[src/rtl/alu_result_stage_if.sv]
// Upstream capture handshake and downstream writeback beat channel of the ALU result stage.
interface alu_result_stage_if;
  logic        in_valid;
  logic        in_ready;
  logic [4:0]  alu_op;
  logic [63:0] C;
  logic        res_valid;
  logic        res_ready;
  logic [31:0] res_data;
  logic [1:0]  res_dest;

  modport master (
    output in_valid, alu_op, C, res_ready,
    input  in_ready, res_valid, res_data, res_dest
  );

  modport slave (
    input  in_valid, alu_op, C, res_ready,
    output in_ready, res_valid, res_data, res_dest
  );
endinterface

[src/rtl/alu_result_stage.sv]
// ALU writeback stage: captures the 64-bit result into Z, derives flags and emits
// one GPR beat or two LO/HI beats over a valid/ready handshake.
module alu_result_stage (
  input  logic                  clock,
  input  logic                  clear,
  alu_result_stage_if.slave     bus,
  output logic [63:0]           z_q,
  output logic                  flag_zero,
  output logic                  flag_neg,
  output logic                  illegal_op
);

  typedef enum logic [1:0] {S_IDLE, S_ONE, S_LO, S_HI} state_e;
  typedef enum logic [1:0] {OP_SINGLE, OP_DOUBLE, OP_ILLEGAL} op_class_e;

  state_e    state_q, state_d;
  op_class_e op_class;
  logic      is_mul;
  logic      accept;
  logic      flag_zero_q, flag_zero_d;
  logic      flag_neg_q, flag_neg_d;
  logic      illegal_q;
  logic [63:0] z_d;

  always_comb begin
    op_class = OP_ILLEGAL;
    case (bus.alu_op)
      5'b00001, 5'b00010, 5'b01000, 5'b00101,
      5'b00110, 5'b00111, 5'b00100: op_class = OP_SINGLE;
      5'b01001, 5'b00011:           op_class = OP_DOUBLE;
      default:                      op_class = OP_ILLEGAL;
    endcase
  end

  assign is_mul = (bus.alu_op == 5'b01001);

  // Only MUL flags look at the full 64 bits; DIV flags reflect the quotient alone.
  always_comb begin
    z_d         = bus.C;
    flag_zero_d = (bus.C[31:0] == 32'd0);
    flag_neg_d  = bus.C[31];
    if (op_class == OP_ILLEGAL) begin
      z_d         = '0;
      flag_zero_d = 1'b1;
      flag_neg_d  = 1'b0;
    end else if (is_mul) begin
      flag_zero_d = (bus.C == 64'd0);
      flag_neg_d  = bus.C[63];
    end
  end

  // in_ready depends combinationally on res_ready so the last beat and a new capture share a cycle.
  always_comb begin
    bus.in_ready = (state_q == S_IDLE) ||
                   (((state_q == S_ONE) || (state_q == S_HI)) && bus.res_ready);
    accept       = bus.in_valid && bus.in_ready;
    state_d      = state_q;
    case (state_q)
      S_IDLE: if (accept) state_d = (op_class == OP_DOUBLE) ? S_LO : S_ONE;
      S_LO:   if (bus.res_ready) state_d = S_HI;
      S_ONE, S_HI: begin
        if (bus.res_ready) begin
          if (accept) state_d = (op_class == OP_DOUBLE) ? S_LO : S_ONE;
          else        state_d = S_IDLE;
        end
      end
      default: state_d = S_IDLE;
    endcase
  end

  always_comb begin
    bus.res_valid = (state_q != S_IDLE);
    bus.res_data  = '0;
    bus.res_dest  = 2'd0;
    case (state_q)
      S_ONE: bus.res_data = z_q[31:0];
      S_LO: begin
        bus.res_data = z_q[31:0];
        bus.res_dest = 2'd1;
      end
      S_HI: begin
        bus.res_data = z_q[63:32];
        bus.res_dest = 2'd2;
      end
      default: ;
    endcase
  end

  always_ff @(posedge clock) begin
    if (clear) begin
      state_q     <= S_IDLE;
      z_q         <= '0;
      flag_zero_q <= 1'b0;
      flag_neg_q  <= 1'b0;
      illegal_q   <= 1'b0;
    end else begin
      state_q <= state_d;
      if (accept) begin
        z_q         <= z_d;
        flag_zero_q <= flag_zero_d;
        flag_neg_q  <= flag_neg_d;
        if (op_class == OP_ILLEGAL) illegal_q <= 1'b1;
      end
    end
  end

  assign flag_zero  = flag_zero_q;
  assign flag_neg   = flag_neg_q;
  assign illegal_op = illegal_q;

endmodule

[src/flat_wrapper.sv]
// flat-port wrapper written by rule: the top's interface ports become plain ports
module alu_result_stage_flat 
  (clock, clear, z_q, flag_zero, flag_neg, illegal_op, bus_in_valid, bus_alu_op, bus_C, bus_res_ready, bus_in_ready, bus_res_valid, bus_res_data, bus_res_dest);
  alu_result_stage_if bus_i ();
  input  logic clock;
  input  logic clear;
  output logic [63:0] z_q;
  output logic flag_zero;
  output logic flag_neg;
  output logic illegal_op;
  input wire logic [$bits(bus_i.in_valid)-1:0] bus_in_valid;
  input wire logic [$bits(bus_i.alu_op)-1:0] bus_alu_op;
  input wire logic [$bits(bus_i.C)-1:0] bus_C;
  input wire logic [$bits(bus_i.res_ready)-1:0] bus_res_ready;
  output wire logic [$bits(bus_i.in_ready)-1:0] bus_in_ready;
  output wire logic [$bits(bus_i.res_valid)-1:0] bus_res_valid;
  output wire logic [$bits(bus_i.res_data)-1:0] bus_res_data;
  output wire logic [$bits(bus_i.res_dest)-1:0] bus_res_dest;
  assign bus_i.in_valid = bus_in_valid;
  assign bus_i.alu_op = bus_alu_op;
  assign bus_i.C = bus_C;
  assign bus_i.res_ready = bus_res_ready;
  assign bus_in_ready = bus_i.in_ready;
  assign bus_res_valid = bus_i.res_valid;
  assign bus_res_data = bus_i.res_data;
  assign bus_res_dest = bus_i.res_dest;
  alu_result_stage u_core (.clock(clock), .clear(clear), .bus(bus_i), .z_q(z_q), .flag_zero(flag_zero), .flag_neg(flag_neg), .illegal_op(illegal_op));
endmodule
[config.mk]
export PLATFORM = sky130hd
export DESIGN_NAME = alu_result_stage_flat
export DESIGN_NICKNAME = d
export VERILOG_FILES = /design/src/rtl/alu_result_stage_if.sv /design/src/rtl/alu_result_stage.sv /design/src/flat_wrapper.sv
export SDC_FILE = /design/constraint.sdc
export NUM_CORES = 1
export LEC_CHECK = 0
export BUFFER_PORTS_ARGS = -buffer_cell sky130_fd_sc_hd__buf_4
export CORE_ASPECT_RATIO = 0.7
export CORE_MARGIN = 10
export CORE_UTILIZATION = 48
export CTS_CLUSTER_DIAMETER = 80
export DETAILED_ROUTE_END_ITERATION = 6
export GPL_ROUTABILITY_DRIVEN = 0
export GPL_TIMING_DRIVEN = 1
export PLACE_DENSITY_LB_ADDON = 0.2
export SLEW_MARGIN = 25
export SYNTH_ARGS = -nofsm -noshare
export SYNTH_HDL_FRONTEND = slang
export SYNTH_SLANG_ARGS = --single-unit
[constraint.sdc]
create_clock -name clock -period 3.15 [get_ports clock]
set_input_delay 0 -clock clock [delete_from_list [all_inputs] [get_ports clock]]
set_output_delay 0 -clock clock [all_outputs]
set_load 0.005 [all_outputs]
==> results by stage, run 1 <==
STA:
- The clock period minus final worst setup slack is 2.36 ns.
- Setup violations remaining at the end of the flow were counted as 0.
- The slack of the critical path is 0.787 ns.
- The final critical-path share of the clock period is 75.0%.
- The total negative slack for setup checks is 0 ns.
- The headroom to the max-slew limit is 50.7%.
- The maximum achievable frequency is 0.423 GHz.
- At the pin with the least slew margin, the transition time is 0.739 ns.
- The max-slew violation count is 0.
- The final hold violation count is 0.
- Setup repair after global routing left no endpoint under its margin.
- The clock arrives with 0.00754 ns of skew.

Clock tree:
- In this run the clock root is driven by a clkbuf_8.
- The clock sink count is 69.
- In this run the post-CTS setup repair buffer count came out at 0.
- The source-to-sink clock delay at the later pin of the worst-skew pair is 0.33 ns.
- The maximum clock insertion buffer count is 2.
- Clock-pin slew was measured on the worst setup and hold paths at roughly 0.070 ns.
- The number of CTS-inserted buffers is 9.
- The TritonCTS clock tree is done.
- The H-tree was split into 3 levels.

Logic synthesis:
- The number of enable flip-flop cells after synthesis is 0.
- The arithmetic-cell share of the synthesized area counting full adders, half adders and majority gates is 2.67%.
- Synthesis instantiated 34 different standard cells from the library.
- After synthesis, the share of flip-flops with an asynchronous set or reset is 0%.
- The cell area that synthesis handed to floorplanning was 3270 sq um.
- After technology mapping, the gate count stands at 431.
- Summing the areas of all xor and xnor instances in the mapped netlist gives 0.267% of the synthesized area.
- The area fraction in compound gates after synthesis is 20.7%.
- The net count after synthesis is 511.
- Sequential cells were found to cover between 40% and 50% of the synthesized design area.
- The prevailing post-synth register cell is dfxtp_1.
- The average cell area after synthesis is roughly 7.6 sq um.
- The combinational family with the most area after synthesis is simple AND/OR/NAND/NOR gates.
- The synthesis warning total is 0.
- The number of register bits inferred by synthesis is 69.
- The portion of synthesized area spent on multiplexers is less than 1%.
- The synthesized-area fraction occupied by and/or/nand/nor cells is 27.6%.

Run status:
- The flow ran to the end, and the final reports show no timing, DRC or antenna violations.

GRT:
- In the global route stage, overall resource usage came out at 25.3%.
- The number of global-route vias before repair is between 4000 and 5000.
- Entering global routing, the biggest net connects 71 pins.
- The initial antenna violation count was 0.
- For this run the aggregate overflow at the end of global routing stands at 0.
- The first global-routing pass estimated 21.7 mm of wire.

Worst setup path:
- The worst setup path is launched from a register.
- The setup path with the least slack is of type reg2out.
- The cell that appears most often on the critical path is buf_4.
- The cell at the slowest stage of the critical path is ha_1.
- The data required time of the critical path is 3.15 ns.
- The largest incremental delay on the critical path is 0.55 ns.
- In this run the worst path has a maximum fanout of 23.
- The worst setup path is captured at an output port.
- Traced cell by cell, the critical path runs through inv_1 -> ha_1 -> buf_4 -> a22oi_1 -> nor2_1 -> buf_4.
- Data arrives at the worst endpoint at 2.36 ns.

Worst hold path:
- The path category of the worst min-delay check is in2reg.

Routing:
- In the final routed layout, each cell accounts on average for 19.0 um.
- The detailed router placed 4218 vias in this run.
- The detailed-route DRC error count is 0.
- For this block, the routed nets add up to 14.2 mm of wire.
- The first detailed-routing pass took 5 iterations.
- The detailed-route vias per instance is 5.65.
- The initial detailed-routing violation count is 373.
- The remaining antenna violation count is 0.

Placement:
- The HPWL after detailed placement is 9.38 mm.
- The setup slack at placement is 1.07 ns.
- Counting tap cells, the placed design contains a total of 668 instances.
- The count of buffers added on input and output ports is 175.

Floorplan:
- The die covers 10600 sq um.
- The floorplan step set the die width to about 120 um.
- Once the floorplan was initialized, standard cells occupied 48.9% of the core.
- Row generation in the floorplan step produced 25 rows.
- Measured along the y axis, the die boundary spans 89.1 um.
- The placeable core area is 6690 sq um.
- The number of primary I/O pins is 176.

Power and ir drop:
- The switching power of the nets is 0.754 mW.
- The internal power is roughly 1.6 mW.
- IR analysis of the VDD net gives a maximum drop of 0.294 mV.
- The total power per unit cell area is 437 nW/um^2.
- Net switching is approximately a third of the power.
- The power share of the clock group is between 30 and 40%.
- Sequential cells account for 40.6% of the total power.
- Combinational logic burns 28.4% of the power.
- The leakage power figure is 2.23 nW.

Finish:
- The top cell types in the final layout, fill and taps aside, are 183 x buf_4, 69 x dfxtp_1, 67 x a21oi_1.
- The number of nets at the end of the flow is 729.
- The proportion of layout cells with a drive suffix above 1 is around 31%.
- The antenna diode count is 0.
- The library cell used most frequently in the layout, excluding fill and tap cells, is buf_4.
- For this run, the number of standard cells in the final layout without fillers is 746.
- The growth of design area from synthesis to finish is 65.8%.

Run:
- Across the run, the number of max-cap violations was 0.
routing by layer:
metal | vias to the layer above | track usage [%] | share of wire, %
met5 | - | 0 | 0
met3 | 14 | 9.65 | 11
met2 | 256 | 42.0 | 47
met4 | 0 | 5.86 | 0.93
met1 | 1980 | 30.7 | 41
li1 | 1968 | - | -
logic make-up (layout without fill, tap and decap cells):
| kind of cell | Yosys count | in the layout |
|---|---|---|
| muxes | 1 | 1 |
| DFF | 69 | 69 |
| adders and majority gates | 7 | 7 |
| buffers and inverters | 44 | 265 |
| AOI/OAI and AO/OA | 112 | 112 |
| and+or+nand+nor | 197 | 197 |
| xor gates and xnor gates | 1 | 1 |
area by class of cell:
class	instances	area, sq um
timing repair buffer	247	2010
multi-input combinational	318	1700
sequential	69	1380
fill	439	1260
clock buffer	13	169
tap	94	118
clock inverter	1	30.0
inverter	4	15.0
registers in the layout, indices dropped and copies added (netlist names), named ones only:
register,cells
u_core.state_q,1
u_core.flag_neg,1
u_core.flag_zero,1
u_core.illegal_op,1
u_core.z_q,64
metrics by stage:
stage,utilization [%],hold WS (ns),total power [mW],cell area [sq um]
floorplan,-,0.152,1.30,3270
global placement,68.6,0.275,1.56,4590
detailed placement,68.6,0.282,1.57,4590
CTS,81.1,0.0274,2.36,5430
global route,81.1,0.0681,2.46,5430
finish,81.1,0.0438,2.37,5430
critical path: cells and delay by family (launching register included):
family	cells	cell delay (ns)
AOI/OAI and AO/OA	1	0.15
buffers and inverters	3	0.68
DFF	1	0.48
and+or+nand+nor	1	0.15
adders and majority gates	1	0.55
path summary, 6_finish.rpt:
| path | startpoint | to | slack [ns] | cells after the start |
|---|---|---|---|---|
| max | u_core.state_q[0] | bus_res_data[25] | 0.79 | 6 |
| min reg2reg | u_core.flag_neg | u_core.flag_neg | 0.46 | 2 |
| max reg2reg | u_core.state_q[0] | u_core.z_q[52] | 0.99 | 5 |
| min | bus_res_ready | u_core.state_q[0] | 0.04 | 3 |
cell usage after synthesis (2+ instances only):
master / instances / share of area, %
o21a_1: 2 / 0.46
a21oi_1: 67 / 10
ha_1: 7 / 2.7
nor3_1: 2 / 0.31
clkbuf_1: 24 / 2.8
a211oi_1: 2 / 0.46
a22oi_1: 32 / 7.3
inv_1: 4 / 0.46
and3_1: 2 / 0.38
dfxtp_1: 69 / 42
nand2_1: 66 / 7.6
nor4_1: 17 / 3.2
buf_2: 8 / 1.2
o211ai_1: 2 / 0.46
nor2_1: 35 / 4.0
nand3_1: 64 / 9.8
nand4_1: 4 / 0.76
buf_4: 8 / 1.8
power groups by stage:
stage	Sequential (mW)	Clock, mW	Combinational [mW]
global placement	0.979	0	0.578
global route	0.970	0.774	0.719
detailed placement	0.981	0	0.591
finish	0.965	0.735	0.674
CTS	0.962	0.744	0.657
floorplan	0.975	0	0.329
timing repair:
action	4_1_cts	5_1_grt
endpoints found under the setup margin	0	0
endpoints found under the hold margin	64	0
resized for setup	0	0
hold buffers	64	0
(Power assumes the default switching activity.)
==> run 2: changes to the inputs <==
--- a/config.mk
+++ b/config.mk
@@ -8,7 +8,7 @@
 export BUFFER_PORTS_ARGS = -buffer_cell sky130_fd_sc_hd__buf_4
 export CORE_ASPECT_RATIO = 0.7
 export CORE_MARGIN = 10
-export CORE_UTILIZATION = 48
+export CORE_UTILIZATION = 45
 export CTS_CLUSTER_DIAMETER = 80
 export DETAILED_ROUTE_END_ITERATION = 6
 export GPL_ROUTABILITY_DRIVEN = 0
==> constraint.sdc (replaced) <==
create_clock -name clock -period 2.45 [get_ports clock]
set_input_delay 0 -clock clock [delete_from_list [all_inputs] [get_ports clock]]
set_output_delay 0 -clock clock [all_outputs]
set_load 0.005 [all_outputs]
==> results by stage, run 2 (synthesized netlist as in run 1, its figures left out) <==
Floorplan:
- For this configuration, the core starts out at a cell density of 47.4%.
- The width of the chip is 122 um.
- The die is about 91 um tall.
- The floorplan step defined a die boundary enclosing around 11000 sq um.
- The placeable core area is 6910 sq um.
- The number of primary I/O pins is 176.
- The floorplan has 25 rows.

STA:
- The final hold violation count is 0.
- The setup-violating endpoint count in the final report is 0.
- The worst-margin pin slew is 0.995 ns.
- Based on the critical path, the design can be clocked at up to 0.461 GHz.
- The clock period minus final worst setup slack is 2.17 ns.
- The clock tree skew after final layout is 0.00843 ns.
- Setup repair after global routing left no endpoint under its margin.
- The total negative slack for setup checks is 0 ns.
- Of the available clock period, the critical path in the final layout requires 88.6%.
- In this run the tightest slew margin relative to its limit is 33.4%.
- The max-slew violation count was 0.

GRT:
- Entering global routing, the biggest net connects 71 pins.
- The initial antenna violation count came to 2.
- The first global-routing pass estimated 23.0 mm of wire.
- Global routing consumed, on the met2 layer, 40.1% of the routing resources.
- The number of global-route vias before repair came to 4304.
- In the global route stage, met3 resource usage came out at roughly an eighth.
- Global routing consumed, on the met1 layer, ~29% of the routing resources.
- The total global-route track usage is 25.1%.
- The routing layer with the top usage in global route is met2.
- The overall overflow remaining after global route is 0.

Worst setup path:
- The signal on the critical path passes through inv_1 -> ha_1 -> buf_4 -> a22oi_1 -> nor2_1 -> buf_4.
- The worst setup path is launched from a register.
- The worst setup path is captured at an output port.
- The slowest stage of the critical path is the dfxtp_1 cell.
- At the worst endpoint, the arrival time is between 2 and 2.5 ns.
- The setup path with the least slack is of type reg2out.
- The largest incremental delay on the critical path is 0.49 ns.
- The cell that appears most often on the critical path is buf_4.
- The largest fanout of any net on the critical path is 32.
- For the worst setup path, the data required time is 2.45 ns.

Routing:
- The routed design has roughly 15 mm of wire.
- The first routing iteration left 488 violations.
- The count of nets left with antenna violations once routing finished came out at 0.
- The detailed-route DRC error count is 0.
- The pre-antenna-repair detailed-routing pass consisted of 5 iterations.
- The detailed-route vias per instance is about 5.7.
- The routed length per instance is a little under 20 um.
- Summing over every cut layer, the via total after detailed routing is 4293.

Run status:
- The flow ran to the end, and the final reports show no timing, DRC or antenna violations.

Finish:
- After routing the design area is 5440 sq um.
- The growth of design area from synthesis to finish is 66.1%.
- The register with the highest flop count is u_core.z_q.
- The top cell types in the final layout, fill and taps aside, are 182 x buf_4, 69 x dfxtp_1, 67 x a21oi_1.
- The count of filler cells inserted in the layout is 502.
- The proportion of layout cells with a drive suffix above 1 is between 30 and 40%.
- The final layout contains 729 nets.
- The core occupancy in the finished layout is 78.7%.
- The number of flip-flops under the largest register name is 64.
- The leading cell type in the layout, fill and taps excluded is buf_4.

Placement:
- Once detailed placement completed, the half-perimeter wirelength came to 9.71 mm.
- The cell area after placement is 4600 sq um.
- The count of buffers from port buffering is 175.

Clock tree:
- Clock tree synthesis inserted a total of 9 buffers.
- At the later pin of the worst-skew pair, clock insertion delay measures 0.35 ns.
- The clock tree root buffer cell is clkbuf_8.
- After clock tree synthesis, the clock-pin slew on the worst setup and hold paths is 0.07 ns.
- In this run the number of H-tree levels came out at 3.
- The clock sink count is 69.
- The maximum clock insertion buffer count is 2.
- TritonCTS built the clock tree.

Power and ir drop:
- The total power is roughly 3.0 mW.
- The maximum VDD drop is 0.366 mV.
- The total power per unit cell area is 559 nW/um^2.
- The leakage power figure is about 2.2 nW.

Worst hold path:
- The tightest min-delay check is of the in2reg type.

Run:
- The number of violations of the max-capacitance limit is 0.
[run 2: what timing repair did]
item	4_1_cts	5_1_grt
resized for setup	0	0
hold buffers	64	0
buffers inserted	0	0
hold endpoints to repair	64	0
[run 2: path summary, 6_finish.rpt]
| kind | startpoint | to | slack (ns) | cells after the start |
|---|---|---|---|---|
| min reg2reg | u_core.flag_neg | u_core.flag_neg | 0.46 | 2 |
| max reg2reg | u_core.state_q[0] | u_core.state_q[0] | 0.38 | 6 |
| max | u_core.state_q[0] | bus_res_data[4] | 0.28 | 6 |
| min | bus_res_ready | u_core.state_q[0] | 0.03 | 3 |
[run 2: power by group]
group | total, mW | leakage [nW] | internal (mW) | switching [mW]
clock | 0.918 | 0.0923 | 0.468 | 0.450
combinational | 0.884 | 1.57 | 0.362 | 0.523
sequential | 1.24 | 0.560 | 1.18 | 0.0599
[run 2: final cells by class]
cell class                      instances  area, sq um  area share, %
Sequential cell                        69         1380           25.4
Timing Repair Buffer                  247         2030           37.3
Clock inverter                          6         63.8           1.17
Clock buffer                           10          128           2.35
Tap cell                               94          118           2.16
Antenna cell                            2         5.00         0.0920
Inverter                                4         15.0          0.276
Multi-Input combinational cell        318         1700           31.3
[run 2: per-layer routing]
layer | wire length (um) | up-vias
li1 | - | 1973
met1 | 5440 | 1991
met2 | 6800 | 295
met3 | 2080 | 34
met4 | 331 | 0
met5 | 0 | -
[run 2: critical path: cells and delay by family, from the launching register on]
family / cells / cell delay (ns)
AOI/OAI and AO/OA: 1 / 0.19
adders and majority gates: 1 / 0.31
DFF: 1 / 0.49
buffers and inverters: 3 / 0.69
and+or+nand+nor: 1 / 0.13
[run 2: through the flow]
step | worst slack, ns | std cells | hold slack (ns)
finish | 0.280 | 750 | 0.0302
global route | 0.177 | 750 | 0.0129
global placement | 0.422 | 668 | 0.274
detailed placement | 0.411 | 668 | 0.281
CTS | 0.339 | 748 | 0.0176
floorplan | 0.824 | 431 | 0.152
